<file path="src/rtl/flush_sequencer.sv">
// Cache-flush coordinator: gathers per-L1 flush completions, then issues one L2 flush.
// Supports late-joining requests, queued re-flush during the L2 phase and a watchdog abort.
module flush_sequencer #(
    parameter int unsigned N_L1      = 2,
    parameter int unsigned TIMEOUT_W = 16
) (
    input  logic                 clk,
    input  logic                 reset,
    input  logic [N_L1-1:0]      l1_flush_req,
    input  logic [N_L1-1:0]      l1_flush_complete,
    input  logic                 l2_flush_complete,
    input  logic                 skip_l2,
    input  logic [TIMEOUT_W-1:0] timeout_cycles,
    input  logic                 err_clear,
    output logic                 in_flush_mode,
    output logic                 l2_flush_req,
    output logic                 flush_done,
    output logic [N_L1-1:0]      pending_mask,
    output logic                 timeout_err,
    output logic [31:0]          flush_count
);

    typedef enum logic [1:0] {
        IDLE    = 2'd0,
        WAIT_L1 = 2'd1,
        WAIT_L2 = 2'd2
    } state_t;

    state_t               state;
    logic [N_L1-1:0]      pending;
    logic [N_L1-1:0]      deferred;
    logic                 l2_skip_r;
    logic [TIMEOUT_W-1:0] wd_cnt;

    logic [N_L1-1:0]      pending_nxt;
    logic [N_L1-1:0]      deferred_nxt;
    logic                 l1_progress;
    logic                 wd_fire;
    logic [TIMEOUT_W-1:0] wd_limit;
    logic [TIMEOUT_W-1:0] wd_inc;

    always_comb begin
        // A request and a completion on the same bit leave it owed
        pending_nxt  = (pending & ~l1_flush_complete) | l1_flush_req;
        deferred_nxt = deferred | l1_flush_req;
        l1_progress  = |(pending & l1_flush_complete);
        wd_limit     = timeout_cycles - TIMEOUT_W'(1);
        wd_fire      = (timeout_cycles != '0) && (wd_cnt == wd_limit);
        wd_inc       = (wd_cnt == '1) ? wd_cnt : wd_cnt + TIMEOUT_W'(1);
    end

    always_ff @(posedge clk or posedge reset) begin
        if (reset) begin
            state         <= IDLE;
            pending       <= '0;
            deferred      <= '0;
            l2_skip_r     <= 1'b0;
            wd_cnt        <= '0;
            in_flush_mode <= 1'b0;
            l2_flush_req  <= 1'b0;
            flush_done    <= 1'b0;
            pending_mask  <= '0;
            timeout_err   <= 1'b0;
            flush_count   <= '0;
        end else begin
            l2_flush_req <= 1'b0;
            flush_done   <= 1'b0;
            // A timeout raised below overrides this clear
            if (err_clear) begin
                timeout_err <= 1'b0;
            end

            case (state)
                IDLE: begin
                    if (|l1_flush_req) begin
                        state         <= WAIT_L1;
                        pending       <= l1_flush_req;
                        pending_mask  <= l1_flush_req;
                        in_flush_mode <= 1'b1;
                        l2_skip_r     <= skip_l2;
                        wd_cnt        <= '0;
                    end
                end

                WAIT_L1: begin
                    if (pending_nxt == '0) begin
                        pending      <= '0;
                        pending_mask <= '0;
                        wd_cnt       <= '0;
                        // Nothing can be deferred while waiting on L1s, so skip mode always ends here
                        if (l2_skip_r) begin
                            flush_done    <= 1'b1;
                            flush_count   <= flush_count + 32'd1;
                            in_flush_mode <= 1'b0;
                            state         <= IDLE;
                        end else begin
                            l2_flush_req <= 1'b1;
                            state        <= WAIT_L2;
                        end
                    end else if (l1_progress) begin
                        pending      <= pending_nxt;
                        pending_mask <= pending_nxt;
                        wd_cnt       <= '0;
                    end else if (wd_fire) begin
                        timeout_err   <= 1'b1;
                        pending       <= '0;
                        pending_mask  <= '0;
                        deferred      <= '0;
                        in_flush_mode <= 1'b0;
                        wd_cnt        <= '0;
                        state         <= IDLE;
                    end else begin
                        pending      <= pending_nxt;
                        pending_mask <= pending_nxt;
                        wd_cnt       <= wd_inc;
                    end
                end

                WAIT_L2: begin
                    if (l2_flush_complete) begin
                        flush_done  <= 1'b1;
                        flush_count <= flush_count + 32'd1;
                        wd_cnt      <= '0;
                        deferred    <= '0;
                        if (deferred_nxt != '0) begin
                            pending      <= deferred_nxt;
                            pending_mask <= deferred_nxt;
                            l2_skip_r    <= skip_l2;
                            state        <= WAIT_L1;
                        end else begin
                            in_flush_mode <= 1'b0;
                            state         <= IDLE;
                        end
                    end else if (wd_fire) begin
                        timeout_err   <= 1'b1;
                        pending       <= '0;
                        pending_mask  <= '0;
                        deferred      <= '0;
                        in_flush_mode <= 1'b0;
                        wd_cnt        <= '0;
                        state         <= IDLE;
                    end else begin
                        deferred <= deferred_nxt;
                        wd_cnt   <= wd_inc;
                    end
                end

                default: begin
                    state <= IDLE;
                end
            endcase
        end
    end

endmodule

</file>
<file path="config.mk">
export PLATFORM = sky130hd
export DESIGN_NAME = flush_sequencer
export DESIGN_NICKNAME = d
export VERILOG_FILES = /design/src/rtl/flush_sequencer.sv
export SDC_FILE = /design/constraint.sdc
export NUM_CORES = 1
export LEC_CHECK = 0
export BUFFER_PORTS_ARGS = -buffer_cell sky130_fd_sc_hd__buf_4
export CAP_MARGIN = 5
export CORE_MARGIN = 2
export CORE_UTILIZATION = 56
export CTS_CLUSTER_DIAMETER = 60
export DETAILED_ROUTE_END_ITERATION = 12
export PLACE_DENSITY = 0.8
export SYNTH_ARGS = -nofsm -noshare
export SYNTH_HDL_FRONTEND = slang
export SYNTH_SLANG_ARGS = --single-unit
</file>
<file path="constraint.sdc">
create_clock -name clk -period 2.8 [get_ports clk]
set_input_delay 0.56 -clock clk [delete_from_list [all_inputs] [get_ports clk]]
set_output_delay 0.56 -clock clk [all_outputs]
set_load 0.02 [all_outputs]
</file>
==> reports/qor.txt, run 1 <==
worst vdd ir = 0.0004650 V
setup bufs post-CTS = 0
Worst Clk Skew = 0.008594 ns
initial core utilization = 0.5739
setup TNS = 0 ns
min Tclk post-route = 2.627 ns
CP Data Arrival Time = 2.85 ns
GRT overflow = 0
sequential area share after synthesis = 0.4075
port bufs = 62
worst hold margin = 0.2432 ns
HP Class = in -> async
vias in the first global route = 3,358
WP data required = 3.03 ns
clock tree buffer depth = 2
CP Class = in -> reg
Worst slew margin = 0.6565
IO Count = 63
count of antenna-violating nets left after detailed routing = 0
period utilization = 0.9381
final-stage net count = 527
Core Box Area = 6314 µm²
Post-Syn Instances = 403
First-pass DRT Iterations = 6
status = completed
GR Util All Layers = 0.2646
clock sink count = 59
Row Count = 29
CTS H-tree lvls = 3
post-CTS sizing = 0
Setup Viol. Count Final = 0
drt wl/cell = 15.38 µm
synth unique cells = 54
Hold Fails Final Rpt = 0
largest area contributor in the netlist = dfrtp_1
Synth Net Count = 436
number of antenna violations at the first check in global routing = 0
CTS tree = yes
clk_lat worst skew = 0.35 ns
placer congestion estimate = 0.8773
total CTS buffers = 9
WL final = 8846 µm
area grow syn2layout = 25.38%
CP max-delay cell = or4_1
startpoint types = input port
worst-margin pin slew = 0.5106 ns
family with the most delay on the worst path = simple AND/OR/NAND/NOR gates
Vias = 3,396
Critical Path Sink Type = flip-flop
top post-synthesis cells by area = dfrtp_1 (41%), xnor2_1 (8.7%), nor2_1 (4.6%)
ys flop type = dfrtp_1
synthesized cell area = 3623 µm²
largest net degree at the start of global routing = 39
ANT cells = 0
Synth Area per Inst = 8.991 µm²
DIE AREA = 7130 µm²
Die Span X = 84.44 µm
Synth async-reset ratio = 1.000
hold-fix buffers at CTS = 0
die height = 84.44 µm
clk slew on worst S/H paths = 0.07 ns
# Max-Cap Violations = 0
unrepaired setup endpoints after global routing = no
DRC Markers = 0
PwrDens = 593.9 nW/µm²
Crit path buffers/inverters = 3
FILL cells = 494
Yosys Warn Count = 0
Leakage = 2.039 nW
Post-DP HPWL = 6750 µm
Yosys reg bits = 59
Slew Viols, Final = 0
share of cells above drive strength 1 = 0.2309
maximum fanout along the worst path = 6
initial DRC count = 265
global-route wire length before repair = 15,140 µm
cell mode on critical path = buf_4
worst flop-to-flop path startpoint = wd_cnt[2]$_DFFE_PP0P_
Post-synth EDFFs = 0
CP Cell Sequence = buf_4, inv_1, ha_1, nor2b_1, nand4b_1, nand4bb_1, nand3_1, o2111ai_1, or4_1, buf_4, a31o_1, o2bb2ai_1
top cell type's share of synthesized area = 0.4075
clock root buffer = clkbuf_8
max incr delay on CP = 0.51 ns
Vias/cell = 5.906
FMAX = 0.3807 GHz
CP startpoint = timeout_cycles[0]
report_power, final:
group	total [mW]	leakage (nW)	internal, mW	switching, mW
combinational	0.883	1.16	0.364	0.518
clock	0.787	0.0974	0.452	0.335
sequential	1.03	0.777	0.931	0.0972
final cells by class:
cell class / count / area [µm²] / share of cell area
clock buffer: 11 / 151.4 / 0.03332
clock inverter: 4 / 50.05 / 0.01102
inverter: 18 / 67.56 / 0.01487
multi-input combinational: 316 / 2026 / 0.4459
sequential: 59 / 1476 / 0.3250
tap: 77 / 96.34 / 0.02121
timing repair buffer: 90 / 675.6 / 0.1487
metal layers:
layer	GRT usage	wire length, µm	up-vias
met2	0.4300	4405	131
met1	0.3348	3636	1624
met4	0.1068	193	0
met3	0.07670	610	19
met5	0	0	-
li1	-	-	1622
synth_stat cells (3+ instances only):
cell,count
a21oi_1,15
a31oi_1,7
and2_1,3
and3_1,4
and4_1,3
clkbuf_1,7
dfrtp_1,59
ha_1,8
inv_1,18
mux2i_1,5
nand2_1,34
nand2b_1,8
nand3_1,25
nand4_1,18
nor2_1,44
nor2b_1,7
nor3_1,13
nor4_1,6
o21ai_0,12
o21ai_1,3
o22ai_1,3
o2bb2ai_1,3
o31ai_1,4
or3_1,4
xnor2_1,36
xor2_1,17
tightest hold or removal path, stage by stage:
cell	delay (ns)
buf_4	0.11
inv_2	0.04
buf_4	0.26
registers in the layout, indices dropped and copies added (netlist names):
name           flops
pending            2
timeout_err        1
in_flush_mode      1
wd_cnt            16
l2_flush_req       1
flush_done         1
flush_count       32
state              2
l2_skip_r          1
deferred           2
kinds of logic after synthesis:
group | synth area share
buffers and inverters | 0.03349
adder cells (fa/ha/maj) | 0.02763
AND/OR/NAND/NOR | 0.2559
multiplexers | 0.01692
AO/OA/AOI/OAI | 0.1305
flip-flops | 0.4075
XOR/XNOR | 0.1281
path summary, 6_finish.rpt:
| kind | to | slack [ns] | depth (start not counted) |
|---|---|---|---|
| setup reg to reg | wd_cnt[1]$_DFFE_PP0P_ | 0.34 | 9 |
| min in group clk | flush_count[31]$_DFFE_PP0P_ | 0.47 | 1 |
| setup / recovery | wd_cnt[1]$_DFFE_PP0P_ | 0.17 | 12 |
| max in group asynchronous | l2_skip_r$_DFFE_PP0P_ | 2.13 | 3 |
| hold / removal | flush_count[26]$_DFFE_PP0P_ | 0.24 | 3 |
| hold reg to reg | flush_count[31]$_DFFE_PP0P_ | 0.47 | 1 |
stage by stage:
stage	setup slack, ns	utilization	instance area (µm²)	cells	total power, mW
2_1_floorplan	0.1597	-	3623	403	1.597
3_3_place_gp	-0.08027	0.6877	4342	560	1.875
3_5_place_dp	-0.1431	0.6877	4342	560	1.908
4_1_cts	0.2179	0.7196	4543	575	2.701
5_1_grt	0.04469	0.7196	4543	575	2.856
6_report	0.1733	0.7196	4543	575	2.698
cells in the final DEF, fill, tap and decap left out, types with 3 or more instances in the layout:
cell and instances:
xnor2_1 36, and3_1 4, clkbuf_8 11, a31oi_1 7, o21ai_1 3, a21oi_1 15
and4_1 3, o22ai_1 3, nor4_1 6, nor2_1 44, mux2i_1 5, nand4_1 18
inv_1 17, nand3_1 25, nor3_1 13, and2_1 3, or3_1 4, nand2b_1 8
nor2b_1 7, o31ai_1 4, o2bb2ai_1 3, xor2_1 17, nand2_1 34, dfrtp_1 59
o21ai_0 12, buf_4 90, ha_1 8
No activity file was read; power rests on OpenSTA's default activity.
==> inputs of run 2 (changes only) <==
--- a/config.mk
+++ b/config.mk
@@ -8,10 +8,10 @@
 export BUFFER_PORTS_ARGS = -buffer_cell sky130_fd_sc_hd__buf_4
 export CAP_MARGIN = 5
 export CORE_MARGIN = 2
-export CORE_UTILIZATION = 56
+export CORE_UTILIZATION = 55
 export CTS_CLUSTER_DIAMETER = 60
 export DETAILED_ROUTE_END_ITERATION = 12
-export PLACE_DENSITY = 0.8
+export PLACE_DENSITY = 0.79
 export SYNTH_ARGS = -nofsm -noshare
 export SYNTH_HDL_FRONTEND = slang
 export SYNTH_SLANG_ARGS = --single-unit
==> reports/qor.txt, run 2 (synthesis gave the netlist of run 1 again) <==
initial core utilization = 0.5706 (-0.003280)
Regs by FF count = flush_count x32, wd_cnt x16
hold-fix buffers at CTS = 0 (unchanged)
Core Box Area = 6350 µm² (+0.57%)
count of antenna-violating nets left after detailed routing = 0 (unchanged)
total CTS buffers = 9 (unchanged)
ANT cells = 0 (unchanged)
dpl cell area = 4312 µm² (-0.69%)
global-route wire length before repair = 14,570 µm (-3.7%)
IO Count = 63 (unchanged)
clk_lat worst skew = 0.33 ns (-0.02 ns)
DRC Markers = 0 (unchanged)
Die Span X = 85.17 µm (+0.86%)
clock tree buffer depth = 2 (unchanged)
drt wl/cell = 15.39 µm (about the same)
Register Area = 1476 µm² (unchanged)
cell area after layout = 4544 µm² (about the same)
Crit path buffers/inverters = 3 (unchanged)
worst vdd ir = 0.0006465 V (+39%)
fin cells = 571 (-0.70%)
area grow syn2layout = 25.41% (about the same)
placed insts = 556 (-0.71%)
Reg2Reg Setup Slack = 0.31 ns (-0.03 ns)
Worst Clk Skew = 0.007475 ns (-0.001119 ns)
GR Util All Layers = 0.2482 (-0.01641)
WP data required = 3.02 ns (about the same)
port bufs = 62 (unchanged)
FMAX = 0.3861 GHz (+1.4%)
max incr delay on CP = 0.52 ns (about the same)
Vias/cell = 5.898 (-0.13%)
# Max-Cap Violations = 0 (unchanged)
Reg-to-Reg End = state[1]$_DFFE_PP0P_
Setup Viol. Count Final = 0 (unchanged)
PwrDens = 617.1 nW/µm² (+3.9%)
post-route setup slack = 0.2097 ns (+0.03642 ns)
commonest cells after routing, fill and taps aside = buf_4 (86), dfrtp_1 (59), nor2_1 (44)
HP Class = in -> async
Row Count = 29 (unchanged)
Place WS = -0.1411 ns (+0.001947 ns)
GRT overflow = 0 (unchanged)
Hold Fails Final Rpt = 0 (unchanged)
number of antenna violations at the first check in global routing = 0 (unchanged)
largest net degree at the start of global routing = 30 (-23%)
initial DRC count = 227 (-14%)
startpoint types = input port
worst-margin pin slew = 0.5093 ns (-0.001266 ns)
CP Data Arrival Time = 2.81 ns (-0.04 ns)
Vias = 3,368 (-0.82%)
Largest register FFs = 32 (unchanged)
min Tclk post-route = 2.590 ns (-0.03642 ns)
CTS tree = yes
Slew Viols, Final = 0 (unchanged)
Multi-input gate area = 2033 µm² (+0.37%)
clk slew on worst S/H paths = 0.07 ns (about the same)
family with the most delay on the worst path = simple AND/OR/NAND/NOR gates
setup bufs post-CTS = 0 (unchanged)
vias in the first global route = 3,253 (-3.1%)
period utilization = 0.9251 (-0.01301)
setup TNS = 0 ns (unchanged)
CTS H-tree lvls = 3 (unchanged)
placer congestion estimate = 0.8648 (-1.4%)
CP Cell Sequence = buf_4, nor4_4, buf_4, nand2_2, nor4_1, o311ai_0, or4_1, buf_4, a31oi_1, o2bb2ai_1
clock sink count = 59 (unchanged)
worst-case reg-to-reg path depth = 9 (unchanged)
First-pass DRT Iterations = 5 (-1)
WL final = 8787 µm (-0.67%)
FILL cells = 497 (+0.61%)
final-stage net count = 523 (-0.76%)
Leakage = 2.042 nW (+0.15%)
DIE AREA = 7253 µm² (+1.7%)
maximum fanout along the worst path = 17 (+11)
status = completed
clock root buffer = clkbuf_8
worst flop-to-flop path startpoint = wd_cnt[12]$_DFFE_PP0P_
cell mode on critical path = buf_4
unrepaired setup endpoints after global routing = no
Biggest register = flush_count
Post-DP HPWL = 6480 µm (-4.0%)
Critical Path Sink Type = flip-flop
Worst slew margin = 0.6573 (+0.0008510)
CP max-delay cell = or4_1
die height = 85.17 µm (+0.86%)
CP Class = in -> reg
share of cells above drive strength 1 = 0.2287 (-0.002179)
commonest non-fill, non-tap cell in the layout = buf_4
-- run 2: cell types whose count changed in the layout (fill, tap and decap cells not counted) --
cell and change:
nand3_1 -1, nor2b_2 +1, buf_4 -4, clkinvlp_4 -2, nor2b_1 -1, nand3_2 +1
bufinv_16 +1, clkinv_4 +1
-- run 2: per-stage QoR --
stage	util	power, mW	hold WS, ns
5_1_grt	0.7157	2.938	0.1866
3_5_place_dp	0.6790	1.907	0.4758
6_report	0.7157	2.804	0.1790
4_1_cts	0.7145	2.791	0.1706
2_1_floorplan	-	1.597	0.4794
3_3_place_gp	0.6790	1.876	0.4581
-- run 2: power breakdown --
part,switching [mW],internal [mW]
registers,0.103,0.931
clock network,0.330,0.545
logic,0.526,0.370
total,0.959,1.84
-- run 2: cell type report --
type	count	share of cell area
Timing Repair Buffer	86	0.1421
Sequential cell	59	0.3249
Clock inverter	4	0.01624
Inverter	18	0.01487
Multi-Input combinational cell	316	0.4474
Clock buffer	11	0.03331
Tap cell	77	0.02120
-- run 2: worst max path at each step --
stage,endpoint,depth (start not counted),from
4_1_cts,wd_cnt[6]$_DFFE_PP0P_,13,timeout_cycles[0]
3_5_place_dp,wd_cnt[6]$_DFFE_PP0P_,13,timeout_cycles[0]
2_1_floorplan,wd_cnt[3]$_DFFE_PP0P_,12,timeout_cycles[0]
6_report,state[1]$_DFFE_PP0P_,10,timeout_cycles[3]
5_1_grt,wd_cnt[6]$_DFFE_PP0P_,13,timeout_cycles[0]
3_3_place_gp,wd_cnt[12]$_DFFE_PP0P_,12,timeout_cycles[0]
-- run 2: metal layers --
metal  share of wire  vias up  GRT usage
li1                -     1612          -
met1            0.43     1609     0.3175
met2            0.48      129     0.4240
met3           0.067       18    0.05253
met4           0.015        0    0.07504
met5               0        -          0
-- run 2: repair_timing --
item,4_1_cts,5_1_grt
setup endpoints to repair,0,9
endpoints found under the hold margin,0,0
resized for setup,0,2
